==> config.mk <==
export PLATFORM = sky130hd
export DESIGN_NAME = led_scanner
export DESIGN_NICKNAME = d
export VERILOG_FILES = /design/src/rtl/led_pkg.sv /design/src/rtl/tick_prescaler.sv /design/src/rtl/led_scanner.sv
export SDC_FILE = /design/constraint.sdc
export NUM_CORES = 1
export LEC_CHECK = 0
export CAP_MARGIN = 0
export CORE_MARGIN = 10
export CORE_UTILIZATION = 30
export DETAILED_ROUTE_END_ITERATION = 6
export PLACE_DENSITY = 0.59
export SYNTH_ARGS = -nofsm -noshare
export SYNTH_HDL_FRONTEND = slang
export SYNTH_HIERARCHICAL = 1
export SYNTH_SLANG_ARGS = --single-unit
export TNS_END_PERCENT = 20
==> constraint.sdc <==
create_clock -name CLOCK_50 -period 7.8 [get_ports CLOCK_50]
set_input_delay 2.34 -clock CLOCK_50 [delete_from_list [all_inputs] [get_ports CLOCK_50]]
set_output_delay 2.34 -clock CLOCK_50 [all_outputs]
set_load 0.005 [all_outputs]
==> src/rtl/led_pkg.sv <==
// Shared encodings for the LED scanner: mode values and direction constants.
package led_pkg;

  // Run-time pattern modes, as presented on the mode input.
  typedef enum logic [1:0] {
    MODE_BOUNCE = 2'd0,
    MODE_ROTL   = 2'd1,
    MODE_ROTR   = 2'd2,
    MODE_HOLD   = 2'd3
  } mode_e;

  // Direction flag values: left moves the segment toward the MSB.
  localparam logic DIR_LEFT  = 1'b1;
  localparam logic DIR_RIGHT = 1'b0;

  // Direction the pattern starts in after entering a mode from home.
  function automatic logic start_dir(input mode_e m);
    return (m == MODE_ROTR) ? DIR_RIGHT : DIR_LEFT;
  endfunction

endpackage

==> src/rtl/tick_prescaler.sv <==
// Free-running prescaler producing a one-cycle update strobe whose period
// is selected at run time by speed (2^(DIV_W-speed) cycles).
module tick_prescaler #(
  parameter int DIV_W = 24
) (
  input  logic       CLOCK_50,
  input  logic       reset,
  input  logic       enable,
  input  logic [1:0] speed,
  output logic       strobe
);

  localparam logic [DIV_W-1:0] ALL_ONES = '1;

  logic [DIV_W-1:0] count_q;
  logic [DIV_W-1:0] count_d;
  logic [DIV_W-1:0] low_mask;

  // Next count and strobe decode; the strobe fires when the low bits
  // selected by speed are all ones, so a speed change keeps the count.
  always_comb begin
    count_d  = count_q;
    low_mask = ALL_ONES >> speed;
    strobe   = 1'b0;
    if (enable) begin
      count_d = count_q + 1'b1;
      strobe  = ((count_q & low_mask) == low_mask);
    end
  end

  // Counter register with synchronous reset.
  always_ff @(posedge CLOCK_50) begin
    if (reset) begin
      count_q <= '0;
    end else begin
      count_q <= count_d;
    end
  end

endmodule

==> src/rtl/led_scanner.sv <==
// LED pattern scanner: moves a SEG_LEN-wide lit segment across WIDTH LEDs
// by bouncing, rotating or holding, advancing once per prescaler strobe.
module led_scanner
  import led_pkg::*;
#(
  parameter int WIDTH   = 18,
  parameter int SEG_LEN = 1,
  parameter int DIV_W   = 24
) (
  input  logic             CLOCK_50,
  input  logic             reset,
  input  logic             enable,
  input  logic [1:0]       mode,
  input  logic [1:0]       speed,
  output logic [WIDTH-1:0] LEDR,
  output logic             dir,
  output logic             tick
);

  localparam logic [WIDTH-1:0] HOME_PATTERN =
    {{(WIDTH-SEG_LEN){1'b0}}, {SEG_LEN{1'b1}}};

  logic             strobe;
  mode_e            mode_in;
  logic [WIDTH-1:0] pattern_q, pattern_d;
  logic             dir_q, dir_d;
  mode_e            mode_q, mode_d;
  logic             tick_q, tick_d;

  assign mode_in = mode_e'(mode);

  tick_prescaler #(
    .DIV_W(DIV_W)
  ) u_prescaler (
    .CLOCK_50(CLOCK_50),
    .reset   (reset),
    .enable  (enable),
    .speed   (speed),
    .strobe  (strobe)
  );

  // Pattern update on each strobe: a mode change restarts from home
  // without shifting, otherwise the stored mode decides the step.
  always_comb begin
    pattern_d = pattern_q;
    dir_d     = dir_q;
    mode_d    = mode_q;
    tick_d    = strobe;
    if (strobe) begin
      if (mode_in != mode_q) begin
        pattern_d = HOME_PATTERN;
        dir_d     = start_dir(mode_in);
        mode_d    = mode_in;
      end else begin
        unique case (mode_q)
          MODE_BOUNCE: begin
            if (dir_q == DIR_LEFT) begin
              pattern_d = pattern_q << 1;
              if (pattern_q[WIDTH-2]) begin
                dir_d = DIR_RIGHT;
              end
            end else begin
              pattern_d = pattern_q >> 1;
              if (pattern_q[1]) begin
                dir_d = DIR_LEFT;
              end
            end
          end
          MODE_ROTL: begin
            pattern_d = {pattern_q[WIDTH-2:0], pattern_q[WIDTH-1]};
            dir_d     = DIR_LEFT;
          end
          MODE_ROTR: begin
            pattern_d = {pattern_q[0], pattern_q[WIDTH-1:1]};
            dir_d     = DIR_RIGHT;
          end
          MODE_HOLD: begin
            pattern_d = pattern_q;
          end
          default: begin
            pattern_d = pattern_q;
          end
        endcase
      end
    end
  end

  // State registers; reset returns to the home pattern moving left.
  always_ff @(posedge CLOCK_50) begin
    if (reset) begin
      pattern_q <= HOME_PATTERN;
      dir_q     <= DIR_LEFT;
      mode_q    <= MODE_BOUNCE;
      tick_q    <= 1'b0;
    end else begin
      pattern_q <= pattern_d;
      dir_q     <= dir_d;
      mode_q    <= mode_d;
      tick_q    <= tick_d;
    end
  end

  assign LEDR = pattern_q;
  assign dir  = dir_q;
  assign tick = tick_q;

  // The lit segment never gains or loses LEDs.
  seg_count_a : assert property (@(posedge CLOCK_50) disable iff (reset)
    $countones(pattern_q) == SEG_LEN);

endmodule

==> results of run 1 <==
## layer usage
metal	GRT usage (%)	up-vias
met4	2.85	0
met3	2.70	7
met5	0	-
li1	-	1022
met1	9.69	915
met2	13.3	27
## per-stage QoR
step	utilization [%]	cell area (sq um)	setup slack, ns	instances
floorplan	-	2460	3.65	285
global placement	35.0	2750	1.81	396
detailed placement	35.0	2750	1.70	396
CTS	36.4	2860	2.02	404
global route	36.4	2860	1.64	404
finish	36.4	2860	2.01	404
## power groups by stage
stage | Clock, mW | Combinational, mW | Sequential [mW]
2_1_floorplan | 0 | 0.00781 | 0.242
6_report | 0.180 | 0.0131 | 0.237
5_1_grt | 0.193 | 0.0146 | 0.237
4_1_cts | 0.186 | 0.0134 | 0.237
3_3_place_gp | 0 | 0.0131 | 0.242
3_5_place_dp | 0 | 0.0133 | 0.242
## cell type report
cell class,instances,area (sq um)
Fill cell,848,4990
Timing Repair Buffer,27,263
Clock buffer,6,72.6
Tap cell,102,128
Inverter,10,37.5
Clock inverter,2,37.5
Sequential cell,46,921
Multi-Input combinational cell,211,1400
## cells in the final DEF (no fill, tap or decap), drive strengths merged
cell and count:
xnor2 6, a32oi 2, mux2 1, o31ai 6, clkinvlp 1, and2b 4
nand3 6, or4b 1, and3 2, nand2 25, buf 2, clkbuf 6
o21bai 1, bufinv 1, inv 10, or2 1, a21oi 29, and4 3
ha 6, a21boi 15, clkdlybuf4s50 25, or3 8, xor2 8, nor2 22
dfxtp 46, or4 4, o21ai 25, nor2b 15, nor4 3, a211o 1
o211ai 1, nor3 2, a211oi 1, mux2i 4, a22oi 1, nand4 7
nor4b 1
## cell families after synthesis
| group | after synthesis | share of synthesized area, % |
|---|---|---|
| buffers and inverters | 28 | 5.45 |
| flip-flops | 46 | 37.5 |
| XOR/XNOR | 14 | 5.60 |
| adder cells (fa/ha/maj) | 6 | 3.06 |
| AND/OR/NAND/NOR | 104 | 23.3 |
| AO/OA/AOI/OAI | 82 | 23.0 |
| multiplexers | 5 | 2.09 |
## worst reg2reg max path, cell delays in order (launching register included)
cell and delay (ns):
dfxtp_1 0.37, ha_1 0.19, nand4_2 0.24, or3_1 0.54, nor3_1 0.86, nor4b_4 1.05, o21ai_0 0.24, a21oi_1 0.17
## state kept, by name (all words and copies together) (netlist names)
signal and count:
u_prescaler/count_q 24, LEDR 18, mode_q 2, dir 1, tick 1
## worst paths after layout
path / end / start / cells past startpoint
hold reg to reg: LEDR[16] / LEDR[16] / 2
setup / recovery: LEDR[13] / enable / 7
setup reg to reg: LEDR[13] / u_prescaler/count_q[0] / 7
hold / removal: LEDR[16] / LEDR[16] / 2
==> flow_summary.toml, run 1 <==
[outcome]
status = "completed"

[global_route]
grt_max_degree = 49
grt_pass1_wl_um = 8840
grt_pass1_vias = 1880
antenna_found_initial = 0
grt_use_total_pct = 8.15
gr-total-overflow = 0

[timing]
max_freq_ghz = 0.173
setup_viol = 0
final.min_clock_period_ns = 5.79
rsz0062_at_grt = "no"
fin_setup_tns_ns = 0
hold_violations = 0
maxSlewViolCount = 0
skew_ns = 0.0107
period_share_pct = 74.2
worst_pin_slew_ns = 1.13
slew_headroom_pct = 24.4
hold-worst-slack_ns = 0.483

[logic_synthesis]
async_reset_ff_share_pct = 0
yosys_warnings = 6
synth_edf_count = 0
yosysMostFrequentCell = "dfxtp_1"
synth-main-ff-cell = "dfxtp_1"
ys_types = 43
syn_inst = 285
ys_ff_latch = 46
syn_area_sq_mm = 0.00246
yosysSeqAreaShare_pct = 37.5
yosys-top-cells-count = "dfxtp_1, nand2_1, nor2_1"
avgSynthCellArea_sq_um = 8.62
syn_nets = 298
synth_top_area_share_pct = 37.5
synth_top_area_cell = "dfxtp_1"
synth_area_leaders = "dfxtp_1, a21boi_0, a21oi_1"

[placed_design]
dpl.hpwl_um = 3490
gp_congestion = 0.739
portBuffers = 26

[clock_tree]
root_buffer = "clkbuf_8"
cts_buffers = 5
clkTransAtPathRegs_ns = 0.09
cts_resized = 0
cts_hold_buf = 0
cts_tree = "done"
cts_max_level = 2
ctsLongestPathBuffers = 2
cts_setup_buffers = 0
cts_sinks = 46
clock_latency_ns = 0.30

[routing]
avgRoutedWirePerCell_um = 12.6
via_count = 1971
m1WireLength_um = 2410
routed_wl_um = 5080
dr_wl_met2_um = 2350
topRoutingLayerUsed = "met4"
drt-pass1-iter-count = 4
dr.first_iter.drc_count = 62
ant_nets = 0
dr_wl_met3_um = 260
avgViaCountPerCell = 4.88
drc = 0

[setup_path]
path_class = "in -> reg"
worstPathCellList = "clkdlybuf4s50_1 > nand4_2 > or3_1 > nor3_1 > nor4b_4 > o21ai_0 > a21oi_1"
cp.arrival_ns = 6.02
crit_path_start_kind = "primary input"
worstPathBufferInverterCount = 1
slowest_delay_ns = 1.05
cp_slowest_cell = "nor4b_4"
end_kind = "flop"
cpLargestDelayFamily = "simple AND/OR/NAND/NOR gates"
worst_ep_required_time_ns = 8.03
regToRegSetupSlack_ns = 4.06
critPathMaxFanout = 18

[layout]
antenna_cells = 0
synthToLayoutAreaGrowth_pct = 16.5
layout-drive-gt1-share_pct = 10.9
final_nets = 314

[power]
seqPwrFrac_pct = 55.1
power.internal_uw = 336
p_comb_share_pct = 3.1
clkPwrFrac_pct = 41.9
p_sw_share_pct = 21.8
power.total_uw = 430
power_switching_uw = 93.5
powerDensity_mw_per_mm2 = 150
ir_drop_mv = 0.0840
cellLeakagePower_nw = 0.887

[floorplanning]
die_w_um = 110
start_util_pct = 31.3
num_rows = 32
die_h_um = 110
die_area_sq_mm = 0.0122
io-pin-count = 27
core_area_sq_mm = 0.00785

[hold_path]
holdCritPathClass = "reg -> reg"

[run]
maxCapViolCount = 0
No activity file was read; power rests on OpenSTA's default activity.
==> inputs of run 2 (changes only) <==
Clock period 7.8 ns to 5.45 ns, I/O delays scaled along.
==> flow_summary.toml, run 2 (synthesized netlist as in run 1, its figures left out) <==
[global_route]
grt_pass1_vias = 1863
gr-total-overflow = 0
antenna_found_initial = 0
grt_pass1_wl_um = 8680
grt_use_total_pct = 7.94
grt_max_degree = 49

[setup_path]
critPathMaxFanout = 18
worst_ep_required_time_ns = 5.67
r2r-end = "LEDR[13]"
reg2reg_depth = 9
end_kind = "flop"
regToRegSetupSlack_ns = 2.88
r2r_start = "u_prescaler/count_q[0]"
crit_path_start_kind = "primary input"
cp.arrival_ns = 4.14
path_class = "in -> reg"

[clock_tree]
cts_setup_buffers = 0
cts_sinks = 46
ctsLongestPathBuffers = 2
clkTransAtPathRegs_ns = 0.09
cts_resized = 0
cts_buffers = 5
clock_latency_ns = 0.30
root_buffer = "clkbuf_8"
cts_hold_buf = 0
cts_tree = "done"
cts_max_level = 2

[layout]
antenna_cells = 0
utilization_pct = 36.6
largest_reg_flops = 24
layout-drive-gt1-share_pct = 11.5
fin_cells = 406
final_nets = 316
final_cell_mix = "dfxtp_1, nand2_1, clkdlybuf4s50_1, nor2_1, a21oi_1"
final_common_cell = "dfxtp_1"
top_register = "u_prescaler/count_q"
stdcell_area_sq_mm = 0.00288
synthToLayoutAreaGrowth_pct = 17.1

[hold_path]
min_from = "LEDR[16]"
holdCritPathClass = "reg -> reg"
min_path_cells = 2
hold_path_end = "LEDR[16]"

[timing]
slew_headroom_pct = 33.6
maxSlewViolCount = 0
setup_viol = 0
skew_ns = 0.0115
period_share_pct = 71.8
hold_violations = 0
final.min_clock_period_ns = 3.91
hold-worst-slack_ns = 0.475
fin_setup_tns_ns = 0
worst_pin_slew_ns = 0.996
max_freq_ghz = 0.256
rsz0062_at_grt = "no"

[floorplanning]
die_area_sq_mm = 0.0122
core_area_sq_mm = 0.00785
die_w_um = 110
io-pin-count = 27
start_util_pct = 31.3
die_h_um = 110
num_rows = 32

[power]
cellLeakagePower_nw = 0.898
powerDensity_mw_per_mm2 = 213
ir_drop_mv = 0.102

[placed_design]
dpl.hpwl_um = 3420
placed_cell_area_sq_mm = 0.00277
gp_congestion = 0.752
placedCellCount = 398
portBuffers = 26

[routing]
avgViaCountPerCell = 4.94
dr.first_iter.drc_count = 73
drc = 0
routed_wl_um = 5080
via_count = 2006
avgRoutedWirePerCell_um = 12.5
ant_nets = 0
drt-pass1-iter-count = 4

[run]
maxCapViolCount = 0

[outcome]
status = "completed"
==> run 2: cell types whose count changed in the layout (fill, tap and decap cells not counted) <==
cell / previous run / this run
buf_4: 1 / 3
==> run 2: per-layer routing <==
layer / part of all wire, % / up-vias / GRT usage, %
li1: - / 1029 / -
met1: 45 / 938 / 9.62
met2: 48 / 34 / 13.2
met3: 5.9 / 5 / 2.54
met4: 0.65 / 0 / 2.07
met5: 0 / - / 0
==> run 2: worst max-delay path by stage <==
| stage | from | to | slack [ns] |
|---|---|---|---|
| 6_report | enable | LEDR[13] | 1.54 |
| 5_1_grt | enable | LEDR[2] | 1.29 |
| 4_1_cts | enable | LEDR[13] | 1.53 |
| 3_5_place_dp | enable | LEDR[13] | 1.21 |
| 3_3_place_gp | enable | LEDR[1] | 1.26 |
| 2_1_floorplan | enable | LEDR[10] | 2.00 |
==> run 2: cell type report <==
| class | count | area, sq um |
|---|---|---|
| Timing Repair Buffer | 29 | 278 |
| Clock inverter | 2 | 37.5 |
| Multi-Input combinational cell | 211 | 1400 |
| Inverter | 10 | 37.5 |
| Sequential cell | 46 | 921 |
| Tap cell | 102 | 128 |
| Fill cell | 833 | 4970 |
| Clock buffer | 6 | 72.6 |
==> run 2: critical path, cell delays in order <==
cell	delay, ns
clkdlybuf4s50_1	0.57
nand4_2	0.24
or3_1	0.54
nor3_1	0.21
buf_4	0.20
nor4b_4	0.19
buf_4	0.28
o21ai_0	0.12
a21oi_1	0.13
==> run 2: per-stage QoR <==
stage | setup slack, ns | total power [mW]
6_report | 1.54 | 0.612
5_1_grt | 1.29 | 0.637
4_1_cts | 1.53 | 0.624
3_5_place_dp | 1.21 | 0.366
3_3_place_gp | 1.26 | 0.365
2_1_floorplan | 2.00 | 0.357
==> run 2: power by group <==
part	switching, mW	internal, mW	leakage, nW	total [mW]
Clock	0.118	0.137	0.0514	0.255
Combinational	0.0119	0.00685	0.476	0.0187
Sequential	0.00139	0.337	0.371	0.339
Total	0.131	0.481	0.898	0.612
==> inputs of run 3 (changes only) <==
Clock period 5.45 ns to 3.93 ns, I/O delays scaled along.
==> flow_summary.toml, run 3 (synthesized netlist as in run 1, its figures left out) <==
[outcome]
status = "completed"

[setup_path]
reg2reg_depth = 7
r2r_start = "u_prescaler/count_q[4]"
path_class = "in -> reg"
critPathMaxFanout = 18
cp_slowest_cell = "clkdlybuf4s50_1"
worstPathCellList = "clkdlybuf4s50_1 > nand4_2 > or3_1 > nor3_1 > nor4b_4 > buf_4 > o21ai_0 > a21oi_1"
slowest_delay_ns = 0.57
critPathCapture = "LEDR[2]"
end_kind = "flop"
crit_path_start_kind = "primary input"
cp-startpoint = "enable"
worst_ep_required_time_ns = 4.16
r2r-end = "LEDR[2]"
regToRegSetupSlack_ns = 1.49
cp.arrival_ns = 3.54

[clock_tree]
cts_setup_buffers = 0
clkTransAtPathRegs_ns = 0.10
ctsLongestPathBuffers = 2
cts_sinks = 46
cts_max_level = 2
cts_tree = "done"
cts_buffers = 5
clock_latency_ns = 0.30
cts_hold_buf = 0
root_buffer = "clkbuf_8"
cts_resized = 0

[power]
ir_drop_mv = 0.136
p_comb_share_pct = 3.1
powerDensity_mw_per_mm2 = 294
power_switching_uw = 183
power.internal_uw = 668
cellLeakagePower_nw = 0.913
seqPwrFrac_pct = 55.2
clkPwrFrac_pct = 41.7
p_sw_share_pct = 21.5

[layout]
layout-drive-gt1-share_pct = 12.4
stdcell_area_sq_mm = 0.00290
final_nets = 319
synthToLayoutAreaGrowth_pct = 18.0
largest_reg_flops = 24
final_common_cell = "dfxtp_1"
n_fill_cell = 852
antenna_cells = 0
final_cell_mix = "dfxtp_1, nand2_1, clkdlybuf4s50_1, nor2_1, a21oi_1"
top_register = "u_prescaler/count_q"

[floorplanning]
die_area_sq_mm = 0.0122
die_w_um = 110
die_h_um = 110
core_area_sq_mm = 0.00785
start_util_pct = 31.3
num_rows = 32
io-pin-count = 27

[global_route]
antenna_found_initial = 0
gr-total-overflow = 0
grt_use_total_pct = 8.54
grt_pass1_vias = 1985
grt_pass1_wl_um = 9320
grt_max_degree = 27

[hold_path]
min_from = "u_prescaler/count_q[22]"
holdCritPathClass = "reg -> reg"

[routing]
via_count = 2009
avgRoutedWirePerCell_um = 12.9
drt-pass1-iter-count = 4
routed_wl_um = 5270
dr.first_iter.drc_count = 59
drc = 0
ant_nets = 0
avgViaCountPerCell = 4.91

[timing]
period_share_pct = 84.2
final.min_clock_period_ns = 3.31
setup_viol = 0
max_freq_ghz = 0.302
worst_pin_slew_ns = 0.791
fin_setup_tns_ns = 0
hold_violations = 0
slew_headroom_pct = 47.3
hold-worst-slack_ns = 0.481
maxSlewViolCount = 0
skew_ns = 0.0139
rsz0062_at_grt = "no"

[placed_design]
placed_cell_area_sq_mm = 0.00279
gp_congestion = 0.712
portBuffers = 26
dpl.hpwl_um = 3600

[run]
maxCapViolCount = 0
[run 3: cell types whose count changed in the layout (fill, tap and decap cells not counted), sizes merged]
cell  previous run  this run
buf              4         7
[run 3: critical path: cells and delay by family]
kind            cells  cell delay [ns]
compound gates      2             0.26
simple gates        4             1.24
buf+inv             2             0.86
[run 3: per-stage QoR]
| stage | utilization (%) | total power [mW] | std cells | setup slack, ns |
|---|---|---|---|---|
| global route | 36.9 | 0.882 | 409 | 0.413 |
| finish | 36.9 | 0.851 | 409 | 0.623 |
| floorplan | - | 0.496 | 285 | 0.938 |
| CTS | 36.9 | 0.867 | 409 | 0.624 |
| detailed placement | 35.5 | 0.508 | 401 | 0.302 |
| global placement | 35.5 | 0.507 | 401 | 0.323 |
[run 3: power by group through the flow]
stage	clock network [mW]	registers, mW	logic (mW)
after global routing	0.382	0.470	0.0298
after detailed placement	0	0.481	0.0275
after floorplan	0	0.480	0.0155
after global placement	0	0.480	0.0268
after CTS	0.370	0.470	0.0274
final	0.355	0.470	0.0267
[run 3: how the worst min path moves through the flow]
stage	to	slack, ns	cells past startpoint
CTS	u_prescaler/count_q[22]	0.49	2
global placement	LEDR[16]	0.46	2
global route	u_prescaler/count_q[22]	0.51	2
floorplan	u_prescaler/count_q[22]	0.45	2
finish	u_prescaler/count_q[22]	0.48	2
detailed placement	LEDR[16]	0.47	2
[run 3: cell type report]
| class | count | area, sq um | area share [%] |
|---|---|---|---|
| clock buffer | 6 | 72.6 | 2.50 |
| clock inverter | 2 | 37.5 | 1.30 |
| inverter | 10 | 37.5 | 1.30 |
| multi-input combinational | 211 | 1400 | 48.4 |
| sequential | 46 | 921 | 31.8 |
| tap | 102 | 128 | 4.40 |
| timing repair buffer | 32 | 300 | 10.4 |
[run 3: metal layers]
metal  track usage [%]  share of wire, %  vias up
met4              1.81              0.30        0
met3              2.76               4.2        4
met1              10.7                49      938
li1                  -                 -     1035
met5                 0                 0        -
met2              13.9                46       32
